--- config.mk ---
export PLATFORM = sky130hd
export DESIGN_NAME = subleq_core
export DESIGN_NICKNAME = d
export VERILOG_FILES = /design/src/rtl/subleq_core.sv
export SDC_FILE = /design/constraint.sdc
export NUM_CORES = 1
export LEC_CHECK = 0
export CORE_UTILIZATION = 53
export DETAILED_ROUTE_END_ITERATION = 16
export HOLD_SLACK_MARGIN = 0.15
export PLACE_DENSITY = 0.73
export RECOVER_POWER = 50
export SLEW_MARGIN = 20
export SYNTH_ARGS = -nofsm -noshare
export SYNTH_HDL_FRONTEND = slang
export SYNTH_SLANG_ARGS = --single-unit
--- constraint.sdc ---
create_clock -name clk -period 5.8 [get_ports clk]
set_clock_uncertainty 0.05 [all_clocks]
set_input_delay 0.58 -clock clk [delete_from_list [all_inputs] [get_ports clk]]
set_output_delay 0.58 -clock clk [all_outputs]
set_load 0.01 [all_outputs]
--- src/rtl/subleq_core.sv ---
// SUBLEQ instruction sequencer. It walks each instruction through fetch,
// operand load, store and branch, issuing one request/wait handshake per
// memory access on the FRAM word-interface request port.
module subleq_core #(
  parameter logic [15:0] RESET_PC  = 16'h0000,
  parameter logic [15:0] OUT_ADDR  = 16'hFFFE,
  parameter logic [15:0] HALT_ADDR = 16'hFFFF
) (
  input  logic        clk,
  input  logic        rst,
  input  logic        run,
  output logic [15:0] mem_addr,
  output logic [15:0] mem_wdata,
  output logic        mem_we,
  output logic        mem_start,
  input  logic [15:0] mem_rdata,
  input  logic        mem_done,
  output logic [15:0] out_data,
  output logic        out_valid,
  output logic        halted,
  output logic [15:0] pc_dbg
);

  localparam logic [2:0] S_FETCH_A = 3'd0;
  localparam logic [2:0] S_FETCH_B = 3'd1;
  localparam logic [2:0] S_FETCH_C = 3'd2;
  localparam logic [2:0] S_LOAD_A  = 3'd3;
  localparam logic [2:0] S_LOAD_B  = 3'd4;
  localparam logic [2:0] S_STORE   = 3'd5;
  localparam logic [2:0] S_BRANCH  = 3'd6;
  localparam logic [2:0] S_HALT    = 3'd7;

  logic [2:0]  state;
  logic        wait_ph;   // 0 = request phase, 1 = waiting for mem_done
  logic [15:0] pc;
  logic [15:0] op_a;
  logic [15:0] op_b;
  logic [15:0] op_c;
  logic [15:0] va;
  logic [15:0] vb;
  logic [15:0] res;
  logic [15:0] rd_addr;
  logic [15:0] diff;
  logic        out_store;
  logic        taken;

  assign pc_dbg    = pc;
  assign diff      = vb - va;
  assign out_store = (op_b == OUT_ADDR);
  assign taken     = res[15] | (res == 16'h0000);

  // Read address for each of the read-access states.
  always_comb begin
    rd_addr = pc;
    case (state)
      S_FETCH_B: rd_addr = pc + 16'd1;
      S_FETCH_C: rd_addr = pc + 16'd2;
      S_LOAD_A:  rd_addr = op_a;
      S_LOAD_B:  rd_addr = op_b;
      default:   rd_addr = pc;
    endcase
  end

  // Instruction sequencer: request/wait handshake per access, then branch.
  always_ff @(posedge clk) begin
    if (rst) begin
      state     <= S_FETCH_A;
      wait_ph   <= 1'b0;
      pc        <= RESET_PC;
      op_a      <= 16'h0000;
      op_b      <= 16'h0000;
      op_c      <= 16'h0000;
      va        <= 16'h0000;
      vb        <= 16'h0000;
      res       <= 16'h0000;
      mem_addr  <= 16'h0000;
      mem_wdata <= 16'h0000;
      mem_we    <= 1'b0;
      mem_start <= 1'b0;
      out_data  <= 16'h0000;
      out_valid <= 1'b0;
      halted    <= 1'b0;
    end else begin
      mem_start <= 1'b0;
      out_valid <= 1'b0;
      case (state)
        S_FETCH_A, S_FETCH_B, S_FETCH_C, S_LOAD_A, S_LOAD_B: begin
          if (!wait_ph) begin
            // run only gates the start of a new instruction
            if (state != S_FETCH_A || run) begin
              mem_addr  <= rd_addr;
              mem_we    <= 1'b0;
              mem_start <= 1'b1;
              wait_ph   <= 1'b1;
            end
          end else if (mem_done) begin
            wait_ph <= 1'b0;
            case (state)
              S_FETCH_A: begin
                op_a  <= mem_rdata;
                state <= S_FETCH_B;
              end
              S_FETCH_B: begin
                op_b  <= mem_rdata;
                state <= S_FETCH_C;
              end
              S_FETCH_C: begin
                op_c  <= mem_rdata;
                state <= S_LOAD_A;
              end
              S_LOAD_A: begin
                va <= mem_rdata;
                if (out_store) begin
                  // output store never reads its b operand
                  vb    <= 16'h0000;
                  state <= S_STORE;
                end else begin
                  state <= S_LOAD_B;
                end
              end
              default: begin
                vb    <= mem_rdata;
                state <= S_STORE;
              end
            endcase
          end
        end
        S_STORE: begin
          if (!wait_ph) begin
            res <= diff;
            if (out_store) begin
              out_data  <= diff;
              out_valid <= 1'b1;
              state     <= S_BRANCH;
            end else begin
              mem_addr  <= op_b;
              mem_wdata <= diff;
              mem_we    <= 1'b1;
              mem_start <= 1'b1;
              wait_ph   <= 1'b1;
            end
          end else if (mem_done) begin
            wait_ph <= 1'b0;
            state   <= S_BRANCH;
          end
        end
        S_BRANCH: begin
          if (taken) begin
            pc <= op_c;
            if (op_c == HALT_ADDR) begin
              state  <= S_HALT;
              halted <= 1'b1;
            end else begin
              state <= S_FETCH_A;
            end
          end else begin
            pc    <= pc + 16'd3;
            state <= S_FETCH_A;
          end
        end
        default: begin
          // halted: no further accesses until reset
          halted <= 1'b1;
        end
      endcase
    end
  end

endmodule

Word-level counts from Yosys, hierarchy flattened. Cells that the tools add are included.

Output and inout port bits: 68. Logic and storage cells: 103. Register bits: 168.

Muxes and demuxes: 37. $add $sub $neg: 4. Bitwise gates (word level): 6. Equality and inequality tests: 19. Reduce and logical (&&, ||, !) cells: 21.

Operators with widths (number): 16-bit 2-to-1 mux (6); 16-bit one-hot mux with 2 select lines (2); 16-bit one-hot mux with 4 select lines (1); 16-bit by 2-bit adder with 16-bit output (second input constant) (2); 16-bit equality test (second input constant) (2); 3-bit 2-to-1 mux (7); 2-bit != test (second input constant) (9); 16-bit by 1-bit adder with 16-bit output (second input constant) (1); 16-bit logical NOT (1); 4-bit AND reduction (4); 16-bit subtractor (1); 1-bit 2-to-1 mux (15); 5-bit AND reduction (3); 3-bit one-hot mux with 4 select lines (1); 3-bit equality test (second input constant) (3); 3-bit one-hot mux with 3 select lines (1); 3-bit AND reduction (3); 1-bit one-hot mux with 2 select lines (4); 3-bit by 2-bit equality test with 1-bit output (second input constant) (2); 3-bit != test (second input constant) (2); 3-bit nonzero test (2); 3-bit OR reduction (2); 6-bit OR reduction (1); 1-bit inverter (5); 7 further kinds (7).

Longest topological paths before layout. Gate-level depths: netlist of run 1.

Depth after elaboration: 6. Depth in mapped cells: 10. Mapped depth without buffers: 10.

Worst setup path after synthesis of run 1. Ideal clock, no wire load.

Path type: reg-to-reg. Start: reg vb[0]. End: reg mem_wdata[12]. Cell stages (with the launch flop): 11. Library setup time: 86 ps. Data arrival time: 2217 ps. Path buffers: 0. Slack: 3448 ps. Cell sequence: dfxtp_1 > inv_1 > ha_1 > fa_1 > and2b_1 > o2111ai_2 > a21oi_1 > nor2_2 > mux2_1 > xnor2_1 > a211oi_1.

Longest elaborated chain between the ends: 1.

RTL lines: start, declared (RTL line 40) `logic [15:0] vb;`; start signal, assigned (RTL line 122) `vb <= mem_rdata;`; 16-bit subtractor (RTL line 48) `assign diff = vb - va;`; end signal, assigned (RTL line 137) `mem_wdata <= diff;`; end, declared (RTL line 13) `output logic [15:0] mem_wdata,`.

No other way between the ends. A chain may end at the register's enable or synchronous reset.

Final worst setup path of run 1.
Start: reg state[0]. End: reg mem_wdata[9].

Longest elaborated chain between the ends: 2.

RTL lines: start, declared (RTL line 33) `logic [2:0] state;`; start signal, assigned (RTL line 67) `state <= S_FETCH_A;`; start signal, assigned (RTL line 101) `state <= S_FETCH_B;`; start signal, assigned (RTL line 105) `state <= S_FETCH_C;`; 3-bit equality test (RTL line 86) `case (state)`; 3-bit AND reduction (no source line).

No other way between the ends.

==> out/results.ini, run 1 <==
[outcome]
status = finished, violations left
failed_checks = max-capacitance violations, max-slew violations

[clocking]
cts.htree.levels = 4
clock-root-buffer = clkbuf_16
clock-sinks = 168
ctsResizeCount = 0
hold_buffers = 0
cts_tree = done
cts_buffers = 17
clk_transition_reported_paths_ps = 70
clock_latency_ps = 430
cts_buffer_depth = 2
postCtsSetupBuffers = 0

[worst_hold_path]
hold_class = reg2reg

[sta]
hold_violations = 0
min_period_ps = 4010
setup_ws_ps = 1790
fin_crit_sh = 0.691
timing.fmax_mhz = 249
tightestPinTransition_ps = 1760
setup_tns_ps = 0
slew-limit-headroom = -0.184
final-max-slew-violation-count = 17
setup_viol = 0
rsz0062_at_grt = false

[drt]
drc = 0
finalWirelength_um = 26300
routedWlPerCell_um = 18.8
num_vias = 8300
dr.pass1.iters = 5
via_per_inst = 5.92
drtIter0Drc = 704
ant_nets = 0

[die]
io_pins = 88
start_util = 0.543
core_um2 = 15900
die_height_um = 130
die_area_um2 = 16800
rows = 46
die_w_um = 130

[pwr]
irDropWorstVdd_uv = 212
leakage_uw = 0.00350
power-per-cell-area_nw_per_um2 = 238

[final_layout]
fill_cells = 1553
final_common_cell = nand2_1
syn_to_final_growth_pct = 15.6
regArea_um2 = 3360
final_nets = 1215
final_cell_mix = nand2_1, dfxtp_1, a21oi_1
multiInputGateArea_um2 = 4800
diodes = 0
drive_gt1_frac = 0.0531

[global_route]
grt_max_degree = 98
globalRouteOverflowTotal = 0
grt_pass1_wl_um = 40300
track_usage = 0.318
grt_pass1_vias = 7153
antenna_found_initial = 0

[synthesis]
synth.distinct_cells = 81
yosys_warnings = 0
synthFlopType = dfxtp_1
synth_edf_count = 0
syn-num-nets = 1180
synthCells = 1139
async_flop_share = 0
netlist_area_um2 = 8630
avgSynthCellArea_um2 = 7.58
ys_ff_latch = 168
yosysSeqAreaShare = 0.390

[placed_design]
dp_slack_ps = 2900
gp_congestion = 0.929
place_hpwl_um = 18900
io_buffers = 87

[setup_path]
cpMaxStageDelayCell = clkbuf_1
path_max_fanout = 37
critical-path-max-stage-delay_ps = 1080
criticalPathCategory = reg2reg
path_cells = clkbuf_1 > and2b_1 > nand2_1 > nor2_1 > clkbuf_1 > nand2_1 > or4_1 > nand3_1
startpoint_type = flop
worst_ep_required_time_ps = 6120
end_kind = flop
worstPathArrival_ps = 4330

[run]
cap_viol_max_count = 2

==> sequential cells by signal, summed over array words and instances (netlist names) <==
register / count
mem_start: 1
mem_addr: 16
state: 3
op_a: 16
pc_dbg: 16
mem_we: 1
va: 16
op_b: 16
wait_ph: 1
op_c: 16
halted: 1
out_valid: 1
mem_wdata: 16
vb: 16
res: 16
out_data: 16
==> area by class of cell <==
type                       count  share of cell area
clock inverter                13              0.0114
sequential                   168               0.337
timing repair buffer          94              0.0908
tap                          216              0.0271
inverter                      24             0.00903
clock buffer                  19              0.0434
multi-input combinational    869               0.481
==> stage by stage <==
step	instances	power [µW]	hold slack, ps	utilization	instance area (µm²)
floorplan	1139	1280	382	-	8630
global placement	1371	1330	391	0.595	9450
detailed placement	1371	1330	397	0.595	9450
CTS	1403	2380	406	0.629	10000
global route	1403	2440	416	0.628	9970
finish	1403	2380	400	0.628	9970
==> worst paths after layout <==
| path | startpoint | endpoint | slack, ps | cells past startpoint |
|---|---|---|---|---|
| min | mem_wdata[5]$_SDFFE_PP0P_ | mem_wdata[5]$_SDFFE_PP0P_ | 400 | 2 |
| min reg2reg | mem_wdata[5]$_SDFFE_PP0P_ | mem_wdata[5]$_SDFFE_PP0P_ | 400 | 2 |
| max | state[0]$_SDFFE_PP0P_ | mem_wdata[9]$_SDFFE_PP0P_ | 1790 | 8 |
| max reg2reg | state[0]$_SDFFE_PP0P_ | mem_wdata[9]$_SDFFE_PP0P_ | 1790 | 8 |
==> logic make-up after synthesis <==
group,Yosys count,share of synthesized area
adders and majority gates,21,0.0313
DFF,168,0.390
and+or+nand+nor,489,0.259
buffers and inverters,102,0.0541
muxes,6,0.00739
xor gates and xnor gates,28,0.0284
AOI/OAI and AO/OA,325,0.230
==> synthesized netlist by cell type, types with 6 or more instances <==
library cell  number  area, µm²
a21o_1             7       52.6
buf_2             28        140
dfxtp_1          168       3360
o211ai_1          11       82.6
ha_1              20        250
o22ai_1           12       75.1
a22oi_1            6       45.0
and3_1            10       62.6
nand2_1          263        987
a31oi_1            6       37.5
clkbuf_1          33        124
a21oi_1          164        821
buf_4              6       45.0
nand3b_1          11       82.6
xnor2_1           17        149
inv_1             23       86.3
nand2b_1           6       37.5
and2_1             7       43.8
nor3_1            18       90.1
nor2_1            80        300
a211oi_1          25        188
nand4_1           13       81.3
o21a_1             6       45.0
o21ai_0           42        210
nor2b_1            6       37.5
nand3_1           39        195
xor2_1            11       96.3
buf_1              8       30.0
==> power breakdown <==
part | internal (µW) | switching (µW)
combinational | 43.8 | 87.9
clock | 561 | 505
sequential | 1170 | 12.0
==> critical path, delay by kind of cell, from the launching register on <==
| family | cells | cell delay [ps] |
|---|---|---|
| simple gates | 6 | 1850 |
| buf+inv | 2 | 1720 |
| flops | 1 | 310 |
==> metal layers <==
| layer | share of wire | global-route usage |
|---|---|---|
| met1 | 0.47 | 0.478 |
| met2 | 0.42 | 0.447 |
| met3 | 0.089 | 0.0772 |
| met4 | 0.015 | 0.0862 |
| met5 | 0 | 0 |
Note: power is estimated with default switching activity, not from simulation.
==> run 2, diff against run 1 <==
==> constraint.sdc (replaced) <==
create_clock -name clk -period 3.8 [get_ports clk]
set_clock_uncertainty 0.05 [all_clocks]
set_input_delay 0.38 -clock clk [delete_from_list [all_inputs] [get_ports clk]]
set_output_delay 0.38 -clock clk [all_outputs]
set_load 0.01 [all_outputs]
==> run 2 against run 1 <==
Die area stayed put. Maximum frequency is 31% higher. The flow still finishes with violations (max-capacitance violations, max-slew violations). Via count is 2.1% higher. Sequential cell count stayed put. Clock-buffer cell count is 2 lower. Critical endpoint is now mem_addr[12]$_SDFFE_PP0P_. Highest routed layer unchanged. Critical path type unchanged. Non-clock buffer count is 4 higher.
==> out/results.ini, run 2 (synthesis gave the netlist of run 1 again) <==
[outcome]
failed_checks = max-capacitance violations, max-slew violations
status = finished, violations left

[die]
die_height_um = 130
core_um2 = 15900
io_pins = 88
start_util = 0.543
rows = 46
die_area_um2 = 16800
die_w_um = 130

[drt]
num_vias = 8476
drtIter0Drc = 900
ant_nets = 0
finalWirelength_um = 26800
dr.pass1.iters = 6
drc = 0
routedWlPerCell_um = 19.0
via_per_inst = 6.02

[final_layout]
final_common_cell = nand2_1
stdcell_count = 1407
syn_to_final_growth_pct = 16.5
diodes = 0
final_nets = 1219
drive_gt1_frac = 0.0563
final_cell_mix = nand2_1, dfxtp_1, a21oi_1

[setup_path]
rr_endpoint = mem_addr[12]$_SDFFE_PP0P_
critical-path-max-stage-delay_ps = 880
reg2reg_depth = 6
path_max_fanout = 18
worst_ep_required_time_ps = 4040
cpMaxStageDelayCell = nor4_1
crit_buf_inv = 0
crit_family = simple AND/OR/NAND/NOR gates
path_cells = nand4_1 > nor4_1 > a21boi_1 > and3_1 > a21oi_1 > o22ai_1
worstPathArrival_ps = 3300
startpoint_type = flop
rr_startpoint = op_b[15]$_SDFFE_PP0P_
criticalPathCategory = reg2reg
end_kind = flop
reg2reg_setup_slack_ps = 740

[global_route]
track_usage = 0.327
globalRouteOverflowTotal = 0
grt_pass1_vias = 7246
grt_pass1_wl_um = 41600
grt_max_degree = 101
antenna_found_initial = 0

[sta]
hold_violations = 0
final-max-slew-violation-count = 17
setup_viol = 0
whs_ps = 399
timing.fmax_mhz = 326
rsz0062_at_grt = false
min_period_ps = 3060
tightestPinTransition_ps = 1710
setup_tns_ps = 0
slew-limit-headroom = -0.155
fin_crit_sh = 0.806

[clocking]
cts.htree.levels = 4
clock-root-buffer = clkbuf_16
cts_buffers = 17
cts_buffer_depth = 2
ctsResizeCount = 0
clock-sinks = 168
clk_transition_reported_paths_ps = 70
hold_buffers = 0
postCtsSetupBuffers = 0
clock_latency_ps = 440
cts_tree = done

[placed_design]
gp_congestion = 0.985
place_inst = 1375
io_buffers = 87
place_hpwl_um = 19200

[worst_hold_path]
hold-path-endpoint = mem_addr[4]$_SDFFE_PP0P_
worstHoldPathCells = 2
worstHoldStart = mem_addr[4]$_SDFFE_PP0P_
hold_class = reg2reg

[pwr]
irDropWorstVdd_uv = 335
leakage_uw = 0.00352
power-per-cell-area_nw_per_um2 = 375

[run]
cap_viol_max_count = 1

==> run 2: changes by cell type in the layout (fill, tap and decap cells not counted), moves of 2 or more <==
cell      change
and2_0        +3
and2_1        -2
buf_4         +5
clkbuf_1      -4
clkinv_4      -5
clkinv_8      +2
inv_6         +4
==> run 2: area by class of cell <==
cell class | count | area, µm²
multi-input combinational | 869 | 4780
sequential | 168 | 3360
clock buffer | 17 | 425
fill | 1497 | 5830
clock inverter | 15 | 174
inverter | 24 | 90.1
tap | 216 | 270
timing repair buffer | 98 | 956
==> run 2: routing by layer <==
layer | wire length, µm | vias to the layer above | GRT usage
met5 | 0 | - | 0
met3 | 2500 | 36 | 0.0570
li1 | - | 4058 | -
met4 | 403 | 0 | 0.0793
met1 | 12500 | 4038 | 0.506
met2 | 11400 | 344 | 0.465
==> run 2: worst max path at each step <==
stage	from	to	slack, ps	cells after the start
final	op_b[15]$_SDFFE_PP0P_	mem_addr[12]$_SDFFE_PP0P_	740	6
after global routing	op_b[7]$_SDFFE_PP0P_	mem_addr[10]$_SDFFE_PP0P_	490	6
after CTS	vb[0]$_SDFFE_PP0P_	mem_wdata[12]$_SDFFE_PP0P_	1100	10
after detailed placement	vb[0]$_SDFFE_PP0P_	mem_wdata[12]$_SDFFE_PP0P_	1140	10
after global placement	state[2]$_SDFFE_PP0P_	mem_wdata[9]$_SDFFE_PP0P_	1180	6
after floorplan	vb[0]$_SDFFE_PP0P_	mem_wdata[12]$_SDFFE_PP0P_	1450	10
==> run 2: per-stage QoR <==
step | utilization | setup slack (ps) | total power [µW] | cell area, µm²
final | 0.633 | 737 | 3770 | 10100
after global routing | 0.633 | 493 | 3880 | 10100
after global placement | 0.598 | 1180 | 2040 | 9490
after CTS | 0.635 | 1100 | 3780 | 10100
after floorplan | - | 1450 | 1950 | 8630
after detailed placement | 0.598 | 1140 | 2040 | 9490
==> run 2: report_power, final <==
| part | switching, µW | internal (µW) | leakage (µW) |
|---|---|---|---|
| sequential | 18.3 | 1780 | 0.00136 |
| combinational | 136 | 68.9 | 0.00188 |
| clock | 826 | 942 | 0.000292 |
==> run 2: worst register-to-register path, stage by stage, from the launching register on <==
cell      delay, ps
dfxtp_1         510
nand4_1         180
nor4_1          880
a21boi_1        630
and3_1          420
a21oi_1         130
o22ai_1         100
